===== src/rtl/pwm_multi_if.sv =====
// pwm_multi_if: bundles the sample/control inputs and PWM outputs of pwm_multi.
//   master: producer side (mixer/wave-shaper), drives start/sample_in/mode/enable
//   slave : the PWM block, drives pwm_out/period_start
// Parameters WIDTH and CHANNELS must match the attached pwm_multi instance.
interface pwm_multi_if #(
    parameter int unsigned WIDTH    = 8,
    parameter int unsigned CHANNELS = 4
);
    logic                      start;
    logic [CHANNELS*WIDTH-1:0] sample_in;
    logic                      mode;
    logic                      enable;
    logic [CHANNELS-1:0]       pwm_out;
    logic                      period_start;

    modport master (
        output start,
        output sample_in,
        output mode,
        output enable,
        input  pwm_out,
        input  period_start
    );

    modport slave (
        input  start,
        input  sample_in,
        input  mode,
        input  enable,
        output pwm_out,
        output period_start
    );
endinterface


===== src/rtl/pwm_multi.sv =====
// pwm_multi: multi-channel PWM generator with edge- and centre-aligned modes.
// Duty samples are captured into per-channel shadow registers on start and moved
// to the active compare registers only at a period boundary (or every cycle while
// disabled), so an update never disturbs the period in progress. All channels
// share one period counter.
// Ports:
//   clk              clock
//   n_rst            asynchronous active-low reset
//   bus.start        one-cycle strobe capturing bus.sample_in for all channels
//   bus.sample_in    channel k duty in bits [k*WIDTH +: WIDTH]
//   bus.mode         0 = edge-aligned, 1 = centre-aligned (applied at load edges)
//   bus.enable       1 = run, 0 = hold counter at 0 with outputs low
//   bus.pwm_out      registered PWM outputs, one per channel
//   bus.period_start registered pulse on the first output cycle of each period
module pwm_multi #(
    parameter int unsigned WIDTH    = 8,
    parameter int unsigned CHANNELS = 4
) (
    input logic        clk,
    input logic        n_rst,
    pwm_multi_if.slave bus
);
    localparam logic [WIDTH-1:0] CntMax = {WIDTH{1'b1}};
    localparam logic [WIDTH-1:0] CntOne = WIDTH'(1);

    logic [WIDTH-1:0]                counter_q, counter_d;
    logic                            dir_up_q, dir_up_d;
    logic                            mode_q, mode_d;
    logic [CHANNELS-1:0][WIDTH-1:0]  shadow_q, shadow_d;
    logic [CHANNELS-1:0][WIDTH-1:0]  active_q, active_d;
    logic [CHANNELS-1:0]             pwm_out_q, pwm_out_d;
    logic                            period_start_q, period_start_d;
    logic [CHANNELS-1:0][WIDTH-1:0]  samples;
    logic                            load;

    assign samples = bus.sample_in;

    // Counter sequencing. mode_q only changes at a load edge (counter reaching 0),
    // so a centre-to-edge switch always finishes the down-count first.
    always_comb begin
        counter_d = counter_q;
        dir_up_d  = dir_up_q;
        if (!bus.enable) begin
            counter_d = '0;
            dir_up_d  = 1'b1;
        end else if (!mode_q) begin
            // Edge-aligned: natural wrap from CntMax to 0.
            counter_d = counter_q + CntOne;
            dir_up_d  = 1'b1;
        end else if (dir_up_q) begin
            if (counter_q == CntMax) begin
                counter_d = CntMax - CntOne;
                dir_up_d  = 1'b0;
            end else begin
                counter_d = counter_q + CntOne;
            end
        end else begin
            // Down-count ends at 1 -> 0; <= also recovers if ever at 0 going down.
            if (counter_q <= CntOne) begin
                counter_d = '0;
                dir_up_d  = 1'b1;
            end else begin
                counter_d = counter_q - CntOne;
            end
        end
    end

    // Period boundary: counter arriving at 0, or any cycle while idle.
    assign load = !bus.enable || ((counter_d == '0) && (counter_q != '0));

    assign mode_d         = load ? bus.mode : mode_q;
    assign period_start_d = bus.enable && (counter_q == '0) && dir_up_q;

    for (genvar k = 0; k < CHANNELS; k++) begin : g_ch
        // shadow_d already carries a same-cycle start, so it wins at a load edge.
        assign shadow_d[k]  = bus.start ? samples[k] : shadow_q[k];
        assign active_d[k]  = load ? shadow_d[k] : active_q[k];
        assign pwm_out_d[k] = bus.enable && (counter_q < active_q[k]);
    end

    always_ff @(posedge clk or negedge n_rst) begin
        if (!n_rst) begin
            counter_q      <= '0;
            dir_up_q       <= 1'b1;
            mode_q         <= 1'b0;
            shadow_q       <= '0;
            active_q       <= '0;
            pwm_out_q      <= '0;
            period_start_q <= 1'b0;
        end else begin
            counter_q      <= counter_d;
            dir_up_q       <= dir_up_d;
            mode_q         <= mode_d;
            shadow_q       <= shadow_d;
            active_q       <= active_d;
            pwm_out_q      <= pwm_out_d;
            period_start_q <= period_start_d;
        end
    end

    assign bus.pwm_out      = pwm_out_q;
    assign bus.period_start = period_start_q;
endmodule

===== src/flat_wrapper.sv =====
// flat-port wrapper written by rule: the top's interface ports become plain ports
module pwm_multi_flat 
#(
    parameter int unsigned WIDTH    = 8,
    parameter int unsigned CHANNELS = 4
)
  (clk, n_rst, bus_start, bus_sample_in, bus_mode, bus_enable, bus_pwm_out, bus_period_start);
  pwm_multi_if #(.WIDTH(WIDTH), .CHANNELS(CHANNELS)) bus_i ();
  input logic clk;
  input logic n_rst;
  input wire logic [$bits(bus_i.start)-1:0] bus_start;
  input wire logic [$bits(bus_i.sample_in)-1:0] bus_sample_in;
  input wire logic [$bits(bus_i.mode)-1:0] bus_mode;
  input wire logic [$bits(bus_i.enable)-1:0] bus_enable;
  output wire logic [$bits(bus_i.pwm_out)-1:0] bus_pwm_out;
  output wire logic [$bits(bus_i.period_start)-1:0] bus_period_start;
  assign bus_i.start = bus_start;
  assign bus_i.sample_in = bus_sample_in;
  assign bus_i.mode = bus_mode;
  assign bus_i.enable = bus_enable;
  assign bus_pwm_out = bus_i.pwm_out;
  assign bus_period_start = bus_i.period_start;
  pwm_multi #(.WIDTH(WIDTH), .CHANNELS(CHANNELS)) u_core (.clk(clk), .n_rst(n_rst), .bus(bus_i));
endmodule

===== config.mk =====
export PLATFORM = sky130hd
export DESIGN_NAME = pwm_multi_flat
export DESIGN_NICKNAME = d
export VERILOG_FILES = /design/src/rtl/pwm_multi_if.sv /design/src/rtl/pwm_multi.sv /design/src/flat_wrapper.sv
export SDC_FILE = /design/constraint.sdc
export NUM_CORES = 1
export LEC_CHECK = 0
export CAP_MARGIN = 20
export CELL_PAD_IN_SITES_DETAIL_PLACEMENT = 1
export CELL_PAD_IN_SITES_GLOBAL_PLACEMENT = 2
export CORE_MARGIN = 2
export CORE_UTILIZATION = 39
export CTS_CLUSTER_DIAMETER = 40
export CTS_CLUSTER_SIZE = 12
export DETAILED_ROUTE_END_ITERATION = 12
export PLACE_DENSITY_LB_ADDON = 0.25
export SLEW_MARGIN = 20
export SYNTH_ARGS = -nofsm -noshare
export SYNTH_HDL_FRONTEND = slang
export SYNTH_SLANG_ARGS = --single-unit

===== constraint.sdc =====
create_clock -name clk -period 3.42 [get_ports clk]
set_input_delay 0.513 -clock clk [delete_from_list [all_inputs] [get_ports clk]]
set_output_delay 0.513 -clock clk [all_outputs]
set_load 0.02 [all_outputs]

Yosys cells after proc, flatten, opt, wreduce, memory -nomap -nowiden:

Index checks and enable logic that the tools add are counted.

* output and inout bits: 5
* logic and storage cells: 47
* input bits: 37
* register bits after elaboration: 79

* mux-type cells: 14
* $lt $le $gt $ge: 5
* add/subtract/negate cells: 2
* reduce and logical (&&, ||, !) cells: 12
* equality and inequality tests: 1

Operator list (number)
* 8-bit two-way mux: 9
* 8-bit less-than comparator: 4
* 8-bit logical NOT: 2
* 8-bit by 1-bit adder with 8-bit output (second input constant): 1
* 8-bit equality test (second input constant): 1
* 8-bit by 1-bit <= comparator with 1-bit output (second input constant): 1
* 8-bit nonzero test: 1
* 8-bit by 1-bit subtractor with 8-bit output (second input constant): 1
* 1-bit logical AND: 7
* 1-bit two-way mux: 5
* 1-bit logical NOT: 1
* 1-bit logical OR: 1

Longest topological paths before layout:

* word-level depth: 8
* mapped depth: 12
* mapped depth without buffers: 9

Worst setup path before layout:

OpenSTA, ideal clock, no wires.

* kind: reg-to-reg
* start: register u_core.counter_q[4]
* end: register u_core.active_q[10] in the netlist's numbering
* arrival: 2.800 ns
* setup time: 0.127 ns
* cell stages (with the launch flop): 12
* data required time: 3.293 ns
* clock period less this slack: 2.928 ns
* path slack: 0.492 ns
* buffers on the path: 4
* cells stage by stage: dfrtp_1 buf_2 or4_4 buf_6 nor4_4 o21ai_1 a31o_1 a2111oi_2 a21o_1 buf_6 buf_8 mux2_1

* word-level cells in the longest chain between the ends: 8
* elaborated cells between the ends (all ways): 13
* classes of those cells: add/sub: 2; order compare: 1; eq/ne: 1; mux: 5; reduce/logical: 4

Ends and longest elaborated chain
* start: declaration: line pwm_multi.sv:26 `logic [WIDTH-1:0] counter_q, counter_d;`
* start signal: assignment: line pwm_multi.sv:91 `counter_q <= counter_d;`
* 8-bit by 1-bit subtractor with 8-bit output, or another cell as far along: line pwm_multi.sv:63 `counter_d = counter_q - CntOne;`
* 8-bit two-way mux (on tied branches): line pwm_multi.sv:59, pwm_multi.sv:51
* 8-bit two-way mux: line pwm_multi.sv:50 `end else if (dir_up_q) begin`
* 8-bit two-way mux: line pwm_multi.sv:46 `end else if (!mode_q) begin`
* 8-bit two-way mux: line pwm_multi.sv:43 `if (!bus.enable) begin`
* 8-bit logical NOT: line pwm_multi.sv:69 `assign load = !bus.enable || ((counter_d == '0) && (counter_q != '0));`
* 1-bit logical AND (*): line pwm_multi.sv:69
* 1-bit logical OR (*): line pwm_multi.sv:69
* end signal: assignment: line pwm_multi.sv:95 `active_q <= active_d;`
* end: declaration: line pwm_multi.sv:30 `logic [CHANNELS-1:0][WIDTH-1:0] active_q, active_d;`

Mark *: on every way between the ends. The rest lies on a longest branch, timed or not.
A chain may end at the register's enable or synchronous reset.

Worst setup path in the final report:

* start: register u_core.counter_q[1]
* end: register u_core.active_q[12] in the netlist's numbering

The elaborated chain is that of the path after synthesis.

==> flow_summary.json <==
{
  "cp_top_family": "compound AO/OA/AOI/OAI gates",
  "setup_repair_after_global_routing_missed_its_margin": "false",
  "cts.repair.resized": 0,
  "dpl.hpwl_um": 6190,
  "cellPowerDensity_mw_per_mm2": 491,
  "postPlaceCellArea_mm2": 0.00467,
  "number_of_buffers_created_by_cts": 9,
  "finClkSkew_ns": 0.0121,
  "worstSetupPathType": "register to register",
  "die-area_mm2": 0.0113,
  "leakagePower_nw": 2.36,
  "start_util_pct": 39.8,
  "post_synth_instance_area_mm2": 0.00407,
  "power_frac_clock_pct": 34.5,
  "worstSetupPathDepth": 10,
  "postLayoutCellArea_mm2": 0.00491,
  "ioPinCount": 42,
  "route.vias.total": 2698,
  "finalSetupViolCount": 0,
  "average_cell_area_after_synthesis_um2": 12.2,
  "design.final.nets": 452,
  "worst_hold_path_type": "input pin to async pin",
  "drc_errors": 0,
  "drtPass1Iterations": 4,
  "critical_path_arrival_ns": 3.25,
  "drv_slew": 0,
  "switching_power_w": 0.000622,
  "cts.hold.buffers_added": 0,
  "timing_worst_slew_pin_value_ns": 0.725,
  "critical_path.slowest_cell": "sky130_fd_sc_hd__dfrtp_1",
  "postSynth.asyncResetShare_pct": 100,
  "postSynth.topFlopCell": "sky130_fd_sc_hd__dfrtp_1",
  "grt_first_pass_wirelength_um": 15100,
  "routabilityCongestion": 0.825,
  "synthAdderAreaFrac_pct": 9.83,
  "timing.final.crit_share_pct": 88.4,
  "period_minus_slack_ns": 3.02,
  "swShare_pct": 25.8,
  "holdWs_ns": 0.172,
  "critical_path.startpoint_type": "register",
  "antenna_left": 0,
  "p_int_w": 0.00179,
  "critPathMaxFanout": 21,
  "ctsLongestPathBuffers": 2,
  "detailed_router_s_first_iteration_violation_count": 67,
  "synth_top_family_by_area": "multiplexers",
  "antenna_cells": 0,
  "worst_r2r_path_depth": 10,
  "grt.total_usage_pct": 17.1,
  "critical_path.endpoint_type": "register",
  "peakVddDrop_mv": 0.166,
  "result_of_the_run": "completed",
  "drive_gt1_share_pct": 18.1,
  "synth.ff_latch_count": 79,
  "timing.max_slew.rel_slack_pct": 51.6,
  "synth_simple_gate_area_share_pct": 7.83,
  "critical_path.n_buffers_inverters": 2,
  "synth-compound-area-share_pct": 7.71,
  "grt.overflow.total": 0,
  "synth_nets": 402,
  "worstSkewPairLatency_ns": 0.36,
  "drt-vias-per-instance": 5.16,
  "cts.sink_count": 79,
  "cts_tree": "done",
  "synthToLayoutAreaGrowth_pct": 20.6,
  "floorplan.die.height_um": 106,
  "synth_enable_flop_cells": 0,
  "grt_start_max_net_pins": 80,
  "final.setup.tns_ns": 0,
  "post_cts_buffers": 0,
  "largest_stage_delay_worst_path_ns": 0.54,
  "synth_cell_type_count": 46,
  "power_frac_seq_pct": 46.3,
  "routedWlPerCell_um": 16.9,
  "dieWidth_um": 106,
  "post_synth_mux_area_share_pct": 18.2,
  "h-tree-depth": 3,
  "placement.io_buffers": 41,
  "root_buffer_cell": "sky130_fd_sc_hd__clkbuf_8",
  "final-hold-violation-count": 0,
  "clkSlewWorstSetupHoldPaths_ns": 0.08,
  "sequential_share_of_the_synthesized_area_pct": 48.6,
  "synthesized_area_fraction_occupied_by_xor_and_xnor_cells_pct": 1.51,
  "fp-row-count": 37,
  "path_cells": "inv_1, ha_1, nor2_1, nor4_4, o21ai_1, a31o_1, a2111oi_2, a21o_1, buf_12, mux2_1",
  "wire_length_after_detailed_routing_um": 8820,
  "fill_cells": 1056,
  "finalCoreUtilization_pct": 48.0,
  "netlist_instances": 333,
  "combinationalPowerShare_pct": 19.2,
  "max-cap-violations": 0,
  "required_ns": 3.65,
  "antenna_found_initial": 0,
  "core-area_mm2": 0.0102,
  "yosys_warnings": 0,
  "grt_pass1_vias": 2931,
  "timing.fmax_mhz": 331
}
==> worst paths after layout <==
path                       slack (ns)                              end                       startpoint
setup / recovery                 0.40  u_core.active_q[12]$_DFFE_PN0P_    u_core.counter_q[1]$_DFF_PN0_
hold / removal                   0.17     u_core.shadow_q[9]$_DFF_PN0_                            n_rst
setup reg to reg                 0.40  u_core.active_q[12]$_DFFE_PN0P_    u_core.counter_q[1]$_DFF_PN0_
hold reg to reg                  0.49  u_core.active_q[17]$_DFFE_PN0P_  u_core.active_q[17]$_DFFE_PN0P_
max in group asynchronous        2.72  u_core.active_q[30]$_DFFE_PN0P_                            n_rst
min in group clk                 0.49  u_core.active_q[17]$_DFFE_PN0P_  u_core.active_q[17]$_DFFE_PN0P_
==> area by class of cell <==
cell class              instances  area (um^2)  share of cell area [%]
flip-flops and latches         79         1980                    40.3
inverters                      38          143                    2.90
multi-input cells             199         1840                    37.4
well taps                     136          170                    3.46
repair buffers                 56          549                    11.2
clock inverters                 5          108                    2.19
clock buffers                  10          128                    2.60
==> metrics by stage <==
step	total power (W)	worst slack, ns	cells
floorplan	0.00143	0.492	333
global placement	0.00158	0.384	508
detailed placement	0.00161	0.428	508
CTS	0.00245	0.386	523
global route	0.00256	0.216	523
finish	0.00241	0.397	523
==> cells in the mapped netlist (3+ instances only) <==
cell type	number	area share [%]
sky130_fd_sc_hd__inv_1	38	3.5
sky130_fd_sc_hd__nor3_1	4	0.49
sky130_fd_sc_hd__ha_1	32	9.8
sky130_fd_sc_hd__and3_1	4	0.61
sky130_fd_sc_hd__mux2_1	30	8.3
sky130_fd_sc_hd__buf_1	3	0.28
sky130_fd_sc_hd__a21o_1	13	2.4
sky130_fd_sc_hd__nand3_1	6	0.74
sky130_fd_sc_hd__xnor2_1	5	1.1
sky130_fd_sc_hd__nor2_1	3	0.28
sky130_fd_sc_hd__or4_1	4	0.74
sky130_fd_sc_hd__nand2b_1	6	0.92
sky130_fd_sc_hd__nor4_1	6	0.92
sky130_fd_sc_hd__clkbuf_1	8	0.74
sky130_fd_sc_hd__o21ai_0	6	0.74
sky130_fd_sc_hd__nand2_1	6	0.55
sky130_fd_sc_hd__a21oi_1	7	0.86
sky130_fd_sc_hd__dfrtp_1	78	48
sky130_fd_sc_hd__o311ai_0	4	0.86
sky130_fd_sc_hd__mux2_2	36	10
sky130_fd_sc_hd__buf_8	3	1.1
==> worst register-to-register path, cell delays in order, from the launching register on <==
cell and delay (ns):
sky130_fd_sc_hd__dfrtp_1 0.54, sky130_fd_sc_hd__inv_1 0.17, sky130_fd_sc_hd__ha_1 0.27, sky130_fd_sc_hd__nor2_1 0.13
sky130_fd_sc_hd__nor4_4 0.26, sky130_fd_sc_hd__o21ai_1 0.14, sky130_fd_sc_hd__a31o_1 0.25, sky130_fd_sc_hd__a2111oi_2 0.29
sky130_fd_sc_hd__a21o_1 0.29, sky130_fd_sc_hd__buf_12 0.21, sky130_fd_sc_hd__mux2_1 0.36
==> kinds of logic (layout without fill, tap and decap cells) <==
group	Yosys count	after routing
compound gates	43	43
xor+xnor	7	7
fa+ha+maj	32	32
buf+inv	55	109
flops	79	79
mux	66	66
simple gates	51	51
==> cells in the final DEF, fill, tap and decap left out, types with 2 or more instances in the layout <==
| cell | count |
|---|---|
| sky130_fd_sc_hd__ha_1 | 32 |
| sky130_fd_sc_hd__clkdlybuf4s50_1 | 40 |
| sky130_fd_sc_hd__nand2_1 | 6 |
| sky130_fd_sc_hd__o311ai_0 | 4 |
| sky130_fd_sc_hd__mux2_2 | 36 |
| sky130_fd_sc_hd__and3_1 | 4 |
| sky130_fd_sc_hd__nor3_1 | 4 |
| sky130_fd_sc_hd__or4_1 | 4 |
| sky130_fd_sc_hd__clkbuf_8 | 9 |
| sky130_fd_sc_hd__buf_12 | 2 |
| sky130_fd_sc_hd__o211a_1 | 2 |
| sky130_fd_sc_hd__buf_4 | 13 |
| sky130_fd_sc_hd__o21ai_0 | 6 |
| sky130_fd_sc_hd__nor2_1 | 3 |
| sky130_fd_sc_hd__bufinv_16 | 3 |
| sky130_fd_sc_hd__xnor2_1 | 5 |
| sky130_fd_sc_hd__nand3_1 | 6 |
| sky130_fd_sc_hd__xor2_1 | 2 |
| sky130_fd_sc_hd__dfrtp_1 | 78 |
| sky130_fd_sc_hd__o41ai_1 | 2 |
| sky130_fd_sc_hd__clkinv_4 | 2 |
| sky130_fd_sc_hd__nor4_1 | 6 |
| sky130_fd_sc_hd__a21o_1 | 13 |
| sky130_fd_sc_hd__or3_1 | 2 |
| sky130_fd_sc_hd__and4_1 | 2 |
| sky130_fd_sc_hd__inv_1 | 38 |
| sky130_fd_sc_hd__nand2b_1 | 6 |
| sky130_fd_sc_hd__a21oi_1 | 7 |
| sky130_fd_sc_hd__mux2_1 | 30 |
==> metal layers <==
metal  routed length [um]  global-route usage [%]
met5                    0                       0
met4                  111                    5.36
met3                  258                    2.82
met2                 4200                    27.7
met1                 4240                    23.5
==> flip-flops by register name, indices dropped and copies added, names as in the netlist <==
register / count
u_core.active_q: 32
u_core.shadow_q: 32
u_core.counter_q: 8
u_core.bus.pwm_out: 4
u_core.bus.period_start: 1
u_core.dir_up_q: 1
u_core.mode_q: 1
==> power by group through the flow <==
| stage | Combinational (W) | Clock [W] | Sequential, W |
|---|---|---|---|
| 2_1_floorplan | 0.000303 | 0 | 0.00113 |
| 3_3_place_gp | 0.000454 | 0 | 0.00113 |
| 3_5_place_dp | 0.000470 | 0 | 0.00114 |
| 4_1_cts | 0.000477 | 0.000850 | 0.00112 |
| 5_1_grt | 0.000527 | 0.000895 | 0.00113 |
| 6_report | 0.000463 | 0.000831 | 0.00112 |
Power figures use the tool's default switching activity.
